File: config.mk
export PLATFORM = sky130hd
export DESIGN_NAME = counter_ud_mod_flat
export DESIGN_NICKNAME = d
export VERILOG_FILES = /design/src/rtl/counter_pkg.sv /design/src/rtl/counter_ud_mod_if.sv /design/src/rtl/counter_next.sv /design/src/rtl/counter_ud_mod.sv /design/src/flat_wrapper.sv
export SDC_FILE = /design/constraint.sdc
export NUM_CORES = 1
export LEC_CHECK = 0
export CAP_MARGIN = 20
export CORE_UTILIZATION = 39
export CTS_CLUSTER_DIAMETER = 100
export DETAILED_ROUTE_END_ITERATION = 6
export PLACE_DENSITY = 0.67
export SLEW_MARGIN = 30
export SYNTH_ARGS = -nofsm -noshare
export SYNTH_HDL_FRONTEND = slang
export SYNTH_HIERARCHICAL = 1
export SYNTH_SLANG_ARGS = --single-unit
export TNS_END_PERCENT = 1
File: constraint.sdc
create_clock -name clk -period 4 [get_ports clk]
set_input_delay 0.6 -clock clk [delete_from_list [all_inputs] [get_ports clk]]
set_output_delay 0.6 -clock clk [all_outputs]
set_load 0.02 [all_outputs]
File: src/rtl/counter_pkg.sv
// rtl/counter_pkg.sv - shared direction and limit-mode encodings for chapter counters
package counter_pkg;

  // Direction encoding for up_down
  localparam logic DIR_UP   = 1'b0;
  localparam logic DIR_DOWN = 1'b1;

  // Limit-mode encoding for sat
  localparam logic MODE_WRAP = 1'b0;
  localparam logic MODE_SAT  = 1'b1;

endpackage

File: src/rtl/counter_ud_mod_if.sv
// rtl/counter_ud_mod_if.sv - control and status bundle for the up/down modulus counter
interface counter_ud_mod_if #(
  parameter int WIDTH  = 8,
  parameter int STEP_W = WIDTH
);

  logic              en;
  logic              up_down;
  logic              sat;
  logic [STEP_W-1:0] step;
  logic              load;
  logic [WIDTH-1:0]  load_val;
  logic [WIDTH-1:0]  cnt;
  logic              at_max;
  logic              at_min;
  logic              wrap;
  logic              clamp;

  // Controller side: drives commands, observes count and events
  modport master (
    output en, up_down, sat, step, load, load_val,
    input  cnt, at_max, at_min, wrap, clamp
  );

  // Counter side
  modport slave (
    input  en, up_down, sat, step, load, load_val,
    output cnt, at_max, at_min, wrap, clamp
  );

endinterface

File: src/rtl/counter_next.sv
// rtl/counter_next.sv - combinational next-count and limit-event calculation
module counter_next
  import counter_pkg::*;
#(
  parameter int WIDTH  = 8,
  parameter int MAX    = 2**WIDTH-1,
  parameter int STEP_W = WIDTH
) (
  input  logic [WIDTH-1:0]  cnt_i,
  input  logic              up_down_i,
  input  logic              sat_i,
  input  logic [STEP_W-1:0] step_i,
  output logic [WIDTH-1:0]  next_o,
  output logic              wrap_n_o,
  output logic              clamp_n_o
);

  // Two guard bits above the wider operand so cnt + step can never overflow
  localparam int AW = ((STEP_W > WIDTH) ? STEP_W : WIDTH) + 2;
  localparam logic [AW-1:0] MAX_A = AW'(MAX);
  localparam logic [AW-1:0] MOD_A = AW'(MAX + 1);

  logic [AW-1:0] c_a;
  logic [AW-1:0] s_a;
  logic [AW-1:0] t_up;
  logic [AW-1:0] t_up_mod;
  logic [AW-1:0] s_mod;
  logic [AW-1:0] t_dn_wrap;
  logic [AW-1:0] next_a;

  assign c_a       = AW'(cnt_i);
  assign s_a       = AW'(step_i);
  assign t_up      = c_a + s_a;
  assign t_up_mod  = t_up % MOD_A;
  // Steps of a full modulus or more reduce first, so step == MAX+1 lands back on cnt
  assign s_mod     = s_a % MOD_A;
  assign t_dn_wrap = (c_a + MOD_A - s_mod) % MOD_A;

  // Select next value and flag whether a limit was crossed (wrap) or hit (clamp)
  always_comb begin
    next_a    = c_a;
    wrap_n_o  = 1'b0;
    clamp_n_o = 1'b0;
    if (up_down_i == DIR_UP) begin
      if (t_up <= MAX_A) begin
        next_a = t_up;
      end else if (sat_i == MODE_SAT) begin
        next_a    = MAX_A;
        clamp_n_o = 1'b1;
      end else begin
        next_a   = t_up_mod;
        wrap_n_o = 1'b1;
      end
    end else begin
      if (s_a <= c_a) begin
        next_a = c_a - s_a;
      end else if (sat_i == MODE_SAT) begin
        next_a    = '0;
        clamp_n_o = 1'b1;
      end else begin
        next_a   = t_dn_wrap;
        wrap_n_o = 1'b1;
      end
    end
  end

  assign next_o = WIDTH'(next_a);

endmodule

File: src/rtl/counter_ud_mod.sv
// rtl/counter_ud_mod.sv - up/down counter with modulus, step, load, wrap/saturate
module counter_ud_mod
  import counter_pkg::*;
#(
  parameter int WIDTH  = 8,
  parameter int MAX    = 2**WIDTH-1,
  parameter int STEP_W = WIDTH
) (
  input  logic         clk,
  input  logic         rst_n,
  counter_ud_mod_if.slave bus
);

  localparam logic [WIDTH-1:0] MAX_V = WIDTH'(MAX);

  logic [WIDTH-1:0] cnt_q, cnt_d;
  logic             wrap_q, wrap_d;
  logic             clamp_q, clamp_d;

  logic [WIDTH-1:0] next_cnt;
  logic             next_wrap;
  logic             next_clamp;

  counter_next #(
    .WIDTH  (WIDTH),
    .MAX    (MAX),
    .STEP_W (STEP_W)
  ) u_next (
    .cnt_i     (cnt_q),
    .up_down_i (bus.up_down),
    .sat_i     (bus.sat),
    .step_i    (bus.step),
    .next_o    (next_cnt),
    .wrap_n_o  (next_wrap),
    .clamp_n_o (next_clamp)
  );

  // Load beats counting; event flags are one-shot so they default low every edge
  always_comb begin
    cnt_d   = cnt_q;
    wrap_d  = 1'b0;
    clamp_d = 1'b0;
    if (bus.load) begin
      if (bus.load_val > MAX_V) begin
        cnt_d   = MAX_V;
        clamp_d = 1'b1;
      end else begin
        cnt_d = bus.load_val;
      end
    end else if (bus.en && (bus.step != '0)) begin
      cnt_d   = next_cnt;
      wrap_d  = next_wrap;
      clamp_d = next_clamp;
    end
  end

  // Count and event registers, cleared asynchronously
  always_ff @(posedge clk or negedge rst_n) begin
    if (!rst_n) begin
      cnt_q   <= '0;
      wrap_q  <= 1'b0;
      clamp_q <= 1'b0;
    end else begin
      cnt_q   <= cnt_d;
      wrap_q  <= wrap_d;
      clamp_q <= clamp_d;
    end
  end

  assign bus.cnt    = cnt_q;
  assign bus.wrap   = wrap_q;
  assign bus.clamp  = clamp_q;
  assign bus.at_max = (cnt_q == MAX_V);
  assign bus.at_min = (cnt_q == '0);

endmodule

File: src/flat_wrapper.sv
// flat-port wrapper written by rule: the top's interface ports become plain ports
module counter_ud_mod_flat import counter_pkg::*;
#(
  parameter int WIDTH  = 8,
  parameter int MAX    = 2**WIDTH-1,
  parameter int STEP_W = WIDTH
)
  (clk, rst_n, bus_en, bus_up_down, bus_sat, bus_step, bus_load, bus_load_val, bus_cnt, bus_at_max, bus_at_min, bus_wrap, bus_clamp);
  counter_ud_mod_if #(.WIDTH(WIDTH), .STEP_W(STEP_W)) bus_i ();
  input  logic clk;
  input  logic rst_n;
  input wire logic [$bits(bus_i.en)-1:0] bus_en;
  input wire logic [$bits(bus_i.up_down)-1:0] bus_up_down;
  input wire logic [$bits(bus_i.sat)-1:0] bus_sat;
  input wire logic [$bits(bus_i.step)-1:0] bus_step;
  input wire logic [$bits(bus_i.load)-1:0] bus_load;
  input wire logic [$bits(bus_i.load_val)-1:0] bus_load_val;
  output wire logic [$bits(bus_i.cnt)-1:0] bus_cnt;
  output wire logic [$bits(bus_i.at_max)-1:0] bus_at_max;
  output wire logic [$bits(bus_i.at_min)-1:0] bus_at_min;
  output wire logic [$bits(bus_i.wrap)-1:0] bus_wrap;
  output wire logic [$bits(bus_i.clamp)-1:0] bus_clamp;
  assign bus_i.en = bus_en;
  assign bus_i.up_down = bus_up_down;
  assign bus_i.sat = bus_sat;
  assign bus_i.step = bus_step;
  assign bus_i.load = bus_load;
  assign bus_i.load_val = bus_load_val;
  assign bus_cnt = bus_i.cnt;
  assign bus_at_max = bus_i.at_max;
  assign bus_at_min = bus_i.at_min;
  assign bus_wrap = bus_i.wrap;
  assign bus_clamp = bus_i.clamp;
  counter_ud_mod #(.WIDTH(WIDTH), .MAX(MAX), .STEP_W(STEP_W)) u_core (.clk(clk), .rst_n(rst_n), .bus(bus_i));
endmodule
==> Flow_metrics.wiki <==
{| class="wikitable"
! Metric !! Value
|-
| Commonest non-fill, non-tap cell in the layout || clkdlybuf4s50_1
|-
| Max_slew headroom || 60.9%
|-
| Worst slack on hold paths || 656 ps
|-
| Clock insertion delay at the later pin of the skew report || 260 ps
|-
| Placed Instance Area || 1700 um^2
|-
| Final cycle utilization of the critical path || 76.1%
|-
| Status || finished, final reports clean
|-
| Maximum number of pins on one net before global-route repair || 18
|-
| NumNets Final || 241
|-
| Area added between synthesis and finish || 26.6%
|-
| Worst endpoint data arrival time || 3200 ps
|-
| Layout cells sized above 1 || 5.50%
|-
| Met2 capacity usage during global routing || 34.8%
|-
| Pre-CTS worst setup slack || 718 ps
|-
| Via count of the first global-routing pass || 1326
|-
| Element type at the critical path end || flip-flop
|-
| Power density normalized to cell area || 313 nW/um^2
|-
| Tightest Pin Transition || 586 ps
|-
| Endpoint required time on the critical path || 4160 ps
|-
| Number of placed I/O pins || 34
|-
| GR met1 Demand/Resource || 28.8%
|-
| Root Driver || clkbuf_4
|-
| DRT iter0 DRCs || 67
|-
| Worst clock skew on the final layout || 2.46 ps
|-
| Most frequent cells in the layout || clkdlybuf4s50_1 (33), inv_1 (24), ha_1 (16)
|-
| Fillers || 347
|-
| Drt via density || 5.67
|-
| GR Util met3 || 1.89%
|-
| Total power || 545 uW
|-
| H-tree depth || 1
|-
| Post-Synthesis Cells || 172
|-
| Final cell count without fillers || 246
|-
| Simple-gate share of the synthesized area || 19.7%
|-
| Maximum vdd ir drop || 183 uV
|-
| Initial core utilization || 40.9%
|-
| First-pass DRT Iterations || 5
|-
| Die Footprint || 3770 um^2
|-
| Unrepaired setup endpoints after global routing || false
|-
| Antenna violations before repair || 0
|-
| Net count after synthesis || 212
|-
| Gr usage total || 21.1%
|-
| Final-report hold violation count || 0
|-
| Post-CTS setup buffers || 0
|-
| Sinks on Clock Net || 10
|-
| Dominant combinational cell family by area after synthesis || compound AO/OA/AOI/OAI gates
|-
| Area inside the core boundary || 3360 um^2
|-
| Wirelength, routed || 3620 um
|-
| Die Y-Extent || 61.4 um
|-
| Post-CTS clock slew at the launch and capture registers of the worst setup and hold paths || 70 ps
|-
| Hold buffer count at cts || 0
|-
| Type of the worst min-delay path || in2async
|-
| Total number of vias || 1395
|-
| Setup TNS || 0 ps
|-
| Placed instance count || 242
|-
| Final setup violating endpoints || 0
|-
| Max-slew violations || 0
|-
| Number of flip-flops and latches in the synthesized netlist || 10
|-
| Total non-filler cell area in the finished layout || 1740 um^2
|-
| Maxcap violations || 0
|-
| Setup ws final || 956 ps
|-
| Worst Path Class, Setup || in2reg
|-
| Synthesized area per cell || 7.99 um^2
|-
| Number of buffer cells added on primary ports || 33
|-
| Final core occ || 51.7%
|-
| CTS resizes || 0
|-
| Summed instance area of the synthesized netlist || 1380 um^2
|-
| CTS Buf Count || 3
|-
| Remaining design rule violation count || 0
|-
| Area share of xor/xnor cells in the synthesized design || 2.55%
|-
| Post-synth EDFFs || 0
|-
| Top fanout value on the critical path || 5
|-
| Sequential area share after synthesis || 18.2%
|-
| WL/cell || 14.7 um
|-
| Yosys cell types || 45
|-
| Antenna diodes || 0
|-
| Die extent in x || 61.4 um
|-
| Global placer's final weighted congestion || 0.929
|-
| Clock tree from TritonCTS || built
|-
| Leak || 0.759 nW
|-
| Global route hottest layer || met2
|-
| Number of buffers on the longest clock path || 2
|-
| Num rows || 21
|-
| Time the worst path needs with I/O delays and setup || 3040 ps
|-
| Overflow left after global routing || 0
|-
| Count of synthesis-stage warnings from yosys || 6
|-
| Async set-reset flop share out of synthesis || 100%
|-
| Synth Flop Type || dfrtp_1
|-
| Maximum clock rate || 0.328 GHz
|-
| Compound-cell area share of the yosys netlist || 31.2%
|-
| Final ANT Viol Nets || 0
|-
| Element type at the critical path start || input pin
|-
| Global-route wire length before repair || 5950 um
|-
| Multiplexer fraction of the synthesized cell area || 0%
|-
| Placed wire-length estimate || 2890 um
|-
| Synth Area in Adders || 17.5%
|}
-- critical path, cell delays in order --
cell	delay [ps]
clkdlybuf4s50_1	440
ha_1	230
fa_1	410
nand3b_2	240
a31o_1	240
a21boi_2	250
o21ai_2	140
o221a_1	240
o21ai_1	160
o211ai_1	130
o311ai_1	120
-- sequential cells by signal, summed over array words and instances (netlist names) --
name and flops:
u_core/bus.cnt 8, u_core/bus.clamp 1, u_core/bus.wrap 1
-- cell type report --
type,count,area (um^2),share of cell area [%]
sequential,10,250,14.4
clock buffer,4,36.3,2.08
tap,46,57.6,3.31
inverter,24,90.1,5.18
multi-input combinational,129,976,56.1
timing repair buffer,33,330,19.0
-- cell usage after synthesis, types with 3 or more instances --
cell type,number,share of area (%)
nor2b_1,3,1.4
ha_1,16,15
o211ai_1,9,4.9
o31ai_1,4,2.2
nand4_1,7,3.2
dfrtp_1,10,18
o311ai_1,8,5.1
nor2_1,10,2.7
nand3_1,4,1.5
nand2_1,11,3.0
clkbuf_1,3,0.82
o21ai_0,6,2.2
inv_1,24,6.6
a21oi_1,8,2.9
nand2b_1,5,2.3
o221ai_1,3,1.9
or3_1,3,1.4
-- routing by layer --
metal	vias up	wire length, um
met4	0	32
met1	652	1700
met3	4	148
met2	47	1740
li1	692	-
met5	-	0
-- kinds of logic (layout without fill, tap and decap cells) --
| group | after synthesis | after routing |
|---|---|---|
| AOI/OAI and AO/OA | 56 | 56 |
| buffers and inverters | 33 | 61 |
| DFF | 10 | 10 |
| and+or+nand+nor | 51 | 51 |
| xor gates and xnor gates | 4 | 4 |
| adders and majority gates | 18 | 18 |
-- final timing paths --
check	depth (start not counted)	end	from	slack, ps
min in group clk	2	u_core/bus.cnt[7]	u_core/bus.cnt[7]	680
hold / removal	1	u_core/bus.clamp	rst_n	660
setup / recovery	11	u_core/bus.cnt[4]	bus_step[0]	960
hold reg to reg	2	u_core/bus.cnt[7]	u_core/bus.cnt[7]	680
setup reg to reg	11	u_core/bus.cnt[4]	u_core/bus.cnt[0]	1250
max in group asynchronous	1	u_core/bus.cnt[1]	rst_n	3020
-- power by group --
part           internal, mW  switching [mW]
registers             0.114          0.0209
clock network        0.0552          0.0354
logic                 0.145           0.175
Power figures use the tool's default switching activity.
